## src/rtl/quantum_dispatcher_if.sv

```systemverilog
// Word-stream handshake and per-channel FIFO read bus of the quantum dispatcher.
// master = stream source / channel consumers, slave = dispatcher.
interface quantum_dispatcher_if #(
  parameter int NUM_REQS = 4,
  parameter int WIDTH    = 8
);
  localparam int SELW = $clog2(NUM_REQS);

  logic                      push;
  logic [WIDTH-1:0]          data_in;
  logic                      ready;
  logic [SELW-1:0]           sel;
  logic [NUM_REQS-1:0]       pop;
  logic [NUM_REQS*WIDTH-1:0] flat_data_out;
  logic [NUM_REQS-1:0]       empty;
  logic [NUM_REQS-1:0]       full;

  modport master (
    output push, data_in, pop,
    input  ready, sel, flat_data_out, empty, full
  );

  modport slave (
    input  push, data_in, pop,
    output ready, sel, flat_data_out, empty, full
  );
endinterface

```

## src/rtl/quantum_dispatcher.sv

```systemverilog
// Weighted round-robin dispatcher of one word stream into NUM_REQS fall-through FIFOs.
// Optional DISPATCH_SKIP_FULL_EN: a full current channel forfeits its quantum instead of stalling.
module quantum_dispatcher #(
  parameter int NUM_REQS = 4,
  parameter int WIDTH    = 8,
  parameter int DEPTH    = 4,
  parameter int QWID     = 4
) (
  input  logic                     clk,
  input  logic                     rst,
  input  logic [NUM_REQS*QWID-1:0] quantums,
  quantum_dispatcher_if.slave      bus
);
  localparam int SELW = $clog2(NUM_REQS);
  localparam int AW   = $clog2(DEPTH);
  localparam int CW   = $clog2(DEPTH + 1);
  localparam int QW1  = QWID + 1;

  logic [SELW-1:0]     ptr;
  logic [SELW-1:0]     ptr_next;
  logic [QWID-1:0]     cnt;
  logic [QWID-1:0]     q_raw;
  logic [QWID-1:0]     q_eff;
  logic                burst_done;
  logic                ptr_full;
  logic                accept;
  logic [NUM_REQS-1:0] empty;
  logic [NUM_REQS-1:0] full;

  always_comb begin
    q_raw = '0;
    for (int i = 0; i < NUM_REQS; i++) begin
      if (ptr == SELW'(i)) q_raw = quantums[i*QWID +: QWID];
    end
  end

  // A zero quantum still grants one word so the channel is never starved.
  assign q_eff      = (q_raw == '0) ? QWID'(1) : q_raw;
  assign burst_done = ({1'b0, cnt} + QW1'(1)) >= {1'b0, q_eff};
  assign ptr_next   = (ptr == SELW'(NUM_REQS - 1)) ? '0 : ptr + SELW'(1);
  assign ptr_full   = full[ptr];
  assign bus.ready  = rst & ~ptr_full;
  assign accept     = bus.push & bus.ready;
  assign bus.sel    = ptr;
  assign bus.empty  = empty;
  assign bus.full   = full;

  always_ff @(posedge clk or negedge rst) begin
    if (!rst) begin
      ptr <= '0;
      cnt <= '0;
    end else if (accept) begin
      if (burst_done) begin
        ptr <= ptr_next;
        cnt <= '0;
      end else begin
        cnt <= cnt + QWID'(1);
      end
`ifdef DISPATCH_SKIP_FULL_EN
    end else if (ptr_full) begin
      ptr <= ptr_next;
      cnt <= '0;
`endif
    end
  end

  for (genvar g = 0; g < NUM_REQS; g++) begin : g_ch
    logic [WIDTH-1:0] mem [DEPTH];
    logic [AW-1:0]    wr_ptr;
    logic [AW-1:0]    rd_ptr;
    logic [CW-1:0]    occ;
    logic             wr_en;
    logic             rd_en;

    assign wr_en    = accept & (ptr == SELW'(g));
    // Gating on empty makes a pop alongside a push into an empty FIFO a no-op.
    assign rd_en    = bus.pop[g] & ~empty[g];
    assign empty[g] = (occ == '0);
    assign full[g]  = (occ == CW'(DEPTH));
    assign bus.flat_data_out[g*WIDTH +: WIDTH] = mem[rd_ptr];

    always_ff @(posedge clk or negedge rst) begin
      if (!rst) begin
        wr_ptr <= '0;
        rd_ptr <= '0;
        occ    <= '0;
        for (int e = 0; e < DEPTH; e++) mem[e] <= '0;
      end else begin
        if (wr_en) begin
          mem[wr_ptr] <= bus.data_in;
          wr_ptr      <= wr_ptr + AW'(1);
        end
        if (rd_en) rd_ptr <= rd_ptr + AW'(1);
        if (wr_en && !rd_en)      occ <= occ + CW'(1);
        else if (!wr_en && rd_en) occ <= occ - CW'(1);
      end
    end
  end
endmodule
```

## src/flat_wrapper.sv

```systemverilog
// flat-port wrapper written by rule: the top's interface ports become plain ports
module quantum_dispatcher_flat 
#(
  parameter int NUM_REQS = 4,
  parameter int WIDTH    = 8,
  parameter int DEPTH    = 4,
  parameter int QWID     = 4
)
  (clk, rst, quantums, bus_push, bus_data_in, bus_pop, bus_ready, bus_sel, bus_flat_data_out, bus_empty, bus_full);
  quantum_dispatcher_if #(.NUM_REQS(NUM_REQS), .WIDTH(WIDTH)) bus_i ();
  input  logic clk;
  input  logic rst;
  input  logic [NUM_REQS*QWID-1:0] quantums;
  input wire logic [$bits(bus_i.push)-1:0] bus_push;
  input wire logic [$bits(bus_i.data_in)-1:0] bus_data_in;
  input wire logic [$bits(bus_i.pop)-1:0] bus_pop;
  output wire logic [$bits(bus_i.ready)-1:0] bus_ready;
  output wire logic [$bits(bus_i.sel)-1:0] bus_sel;
  output wire logic [$bits(bus_i.flat_data_out)-1:0] bus_flat_data_out;
  output wire logic [$bits(bus_i.empty)-1:0] bus_empty;
  output wire logic [$bits(bus_i.full)-1:0] bus_full;
  assign bus_i.push = bus_push;
  assign bus_i.data_in = bus_data_in;
  assign bus_i.pop = bus_pop;
  assign bus_ready = bus_i.ready;
  assign bus_sel = bus_i.sel;
  assign bus_flat_data_out = bus_i.flat_data_out;
  assign bus_empty = bus_i.empty;
  assign bus_full = bus_i.full;
  quantum_dispatcher #(.NUM_REQS(NUM_REQS), .WIDTH(WIDTH), .DEPTH(DEPTH), .QWID(QWID)) u_core (.clk(clk), .rst(rst), .quantums(quantums), .bus(bus_i));
endmodule
```

## config.mk

```make
export PLATFORM = sky130hd
export DESIGN_NAME = quantum_dispatcher_flat
export DESIGN_NICKNAME = d
export VERILOG_FILES = /design/src/rtl/quantum_dispatcher_if.sv /design/src/rtl/quantum_dispatcher.sv /design/src/flat_wrapper.sv
export SDC_FILE = /design/constraint.sdc
export NUM_CORES = 1
export LEC_CHECK = 0
export BUFFER_PORTS_ARGS = -buffer_cell sky130_fd_sc_hd__buf_2
export CORE_MARGIN = 2
export CORE_UTILIZATION = 50
export CTS_CLUSTER_SIZE = 25
export DETAILED_ROUTE_END_ITERATION = 10
export PLACE_DENSITY = 0.71
export SYNTH_ARGS = -nofsm -noshare
export SYNTH_HDL_FRONTEND = slang
export SYNTH_SLANG_ARGS = --single-unit
export TNS_END_PERCENT = 100
```

## constraint.sdc

```tcl
create_clock -name clk -period 3.9 [get_ports clk]
set_clock_uncertainty 0.2 [all_clocks]
set_input_delay 0.195 -clock clk [delete_from_list [all_inputs] [get_ports clk]]
set_output_delay 0.195 -clock clk [all_outputs]
set_load 0.01 [all_outputs]
```

==> impl_metrics.ini <==
[status]
status = finished, final reports clean

[synth]
syn_inst = 518
synth_area_sq_um = 8010
yosysTopAreaCellShare_pct = 50.6
synth_fp_nets = 582
synth_area_per_cell_sq_um = 15.5
synthTopCellsByArea = dfrtp_1 (51%), mux2_2 (14%), mux4_2 (9.0%)
yosysUniqueCellTypes = 42
synth_top_area_cell = dfrtp_1
synth_seq_area_share_pct = 50.6
yosysWarnings = 0
synth-seq-cells = 162

[place]
gp_congestion = 0.781
dp_hpwl_microns = 10900
place_ws_ns = 0.445
portBuffers = 73
place_inst = 790
placed_cell_area_sq_um = 8600

[setup_path]
path_cells = inv_1, ha_1, nor2b_1, a22oi_1, a211o_1, a31o_2, ha_1, nand2b_1, a211oi_1, o21a_1, a21bo_2, mux2_2
critical_path_peak_fanout = 10
cpPeakStageDelay_ns = 0.49
r2r_end = u_core.bus.sel[1]
crit_required_ns = 4.01
path_class = reg2reg
slowest_stage = dfrtp_1
arrival_ns = 3.58
cp-end-kind = flop
critPathLaunchType = flop
rr_startpoint = u_core.bus.sel[0]
r2r_slack_ns = 0.43
reg2reg_depth = 12
cp_common_cell = ha_1

[pwr]
p_total_mw = 7.38
power_frac_clock_pct = 23.2
ir_drop_mv = 0.423
p_sw_share_pct = 33.1
power.density_nw_per_um2 = 798
total_leakage_power_nw = 4.47
p_int_mw = 4.93
p_switching_mw = 2.45
comb_power_share_pct = 36.5
seq_power_share_pct = 40.3

[clock_tree]
clk_latency_ns = 0.43
post_cts_buffers = 0
clk_path_buf_depth = 2
cts_buffers = 17
clkTransAtPathRegs_ns = 0.06
cts_tree = built
clockRootBuffer = clkbuf_16
h-tree-depth = 4
cts.sinks = 162

[floorplan]
initial_core_util_pct = 50.8
rows = 46
ios = 74
die_y_microns = 131
fp.coreArea_sq_um = 15800
die_w_microns = 131
fp.dieArea_sq_um = 17100

[job]
cap_viol_max_count = 0

[cells_and_area]
design_area_sq_um = 9250
stdcell_count = 826
drive_gt1_share_pct = 48.7
multi_input_area_sq_um = 3760
final_common_cell = dfrtp_1
area_growth_pct = 15.4
final-seq-area_sq_um = 4050
n_fill_cell = 1268
antenna_cells = 0
fin_nets = 662
layout_common_cells = dfrtp_1 (162), mux2_2 (98), buf_2 (72), mux2_4 (40), mux4_2 (32)

[sta]
rsz0062_at_grt = false
drv_slew = 0
setup_viol = 0
period_share_pct = 89.1
fin_crit_ns = 3.47
final_hold_viol_count = 0
worst_pin_slew_ns = 0.898
slew_headroom_pct = 40.1
fmax_ghz = 0.288
setup_ws_ns = 0.426
setup_tns_ns = 0

[drt]
wirelength_microns = 16000
dr.pass1.iters = 4
via_per_inst = 5.43
vias = 4482
post_drt_wl_per_cell_microns = 19.4
antenna_left = 0
drtIter0Drc = 197
drcViolationCount = 0

[min_path]
hp-start = bus_data_in[0]
whs_endpoint = u_core.g_ch[2].mem[0]
holdPathStages = 2
min_path_type = in2reg

[global_routing]
antenna_found_initial = 0
grt_pass1_wl_microns = 25600
grt_max_degree = 164
grt_overflow = 0
grt_usage_pct = 20.1
grt_pass1_vias = 4907
metal layers:
| layer | track usage, % | share of wire (%) |
|---|---|---|
| met5 | 0 | 0 |
| met1 | 25.1 | 43 |
| met2 | 34.0 | 50 |
| met4 | 8.20 | 2.2 |
| met3 | 4.85 | 3.9 |
registers in the layout, summed over array words and instances (netlist names):
name,cells
u_core.bus.sel,2
u_core.cnt,4
u_core.g_ch.mem,128
u_core.g_ch.occ,12
u_core.g_ch.rd_ptr,8
u_core.g_ch.wr_ptr,8
critical path, delay by kind of cell (launching register included):
family,cells,cell delay (ns)
AO/OA/AOI/OAI,6,1.35
adder cells (fa/ha/maj),2,0.43
buffers and inverters,1,0.13
flip-flops,1,0.49
multiplexers,1,0.33
AND/OR/NAND/NOR,2,0.43
layout make-up:
cell class / count / share of cell area, %
sequential: 162 / 43.8
multi-input combinational: 312 / 40.7
timing repair buffer: 84 / 5.18
clock buffer: 20 / 4.83
tap: 216 / 2.92
clock inverter: 11 / 1.66
inverter: 21 / 0.852
per-stage QoR:
stage | util, % | hold slack (ns)
4_1_cts | 58.6 | 0.0698
3_3_place_gp | 54.5 | 0.228
6_report | 58.6 | 0.0899
3_5_place_dp | 54.5 | 0.248
5_1_grt | 58.6 | 0.104
2_1_floorplan | - | -0.301
power by group through the flow:
stage,logic [mW],registers (mW),clock network (mW)
floorplan,2.23,2.66,0
global route,2.94,3.08,1.80
detailed placement,2.71,3.00,0
global placement,2.59,2.93,0
finish,2.69,2.98,1.71
CTS,2.73,2.98,1.74
what timing repair did:
action                    in CTS  in global routing
hold endpoints to repair     170                  0
gates resized for setup        0                  0
hold buffers                   5                  0
synth_stat cells, drive strengths merged:
cell type / instances
inv: 21
a21oi: 2
xor2: 9
a31o: 1
a21boi: 1
o22ai: 1
nor2: 6
o21a: 1
nor2b: 7
o31ai: 1
a211oi: 1
mux4: 32
mux2: 138
nand2b: 5
nor3: 5
o21ai: 3
fa: 4
nor4b: 2
nand3: 19
a221oi: 2
a21bo: 1
a32o: 1
a22oi: 2
nand3b: 4
a211o: 4
nand2: 6
xnor2: 17
mux2i: 1
clkbuf: 12
a41o: 1
buf: 11
dfrtp: 162
nor3b: 6
ha: 29
worst max path at each step:
stage	from	cells after the start	end
2_1_floorplan	u_core.bus.sel[0]	13	u_core.bus.sel[0]
3_5_place_dp	u_core.bus.sel[0]	11	u_core.bus.sel[1]
5_1_grt	u_core.bus.sel[0]	13	u_core.bus.sel[1]
3_3_place_gp	u_core.bus.sel[0]	12	u_core.bus.sel[0]
6_report	u_core.bus.sel[0]	12	u_core.bus.sel[1]
4_1_cts	u_core.bus.sel[0]	11	u_core.bus.sel[1]
kinds of logic after synthesis:
group	synth area share [%]
flops	50.6
buf+inv	2.53
xor+xnor	2.84
compound gates	2.14
simple gates	6.00
mux	30.4
fa+ha+maj	5.53
(Power assumes the default switching activity.)
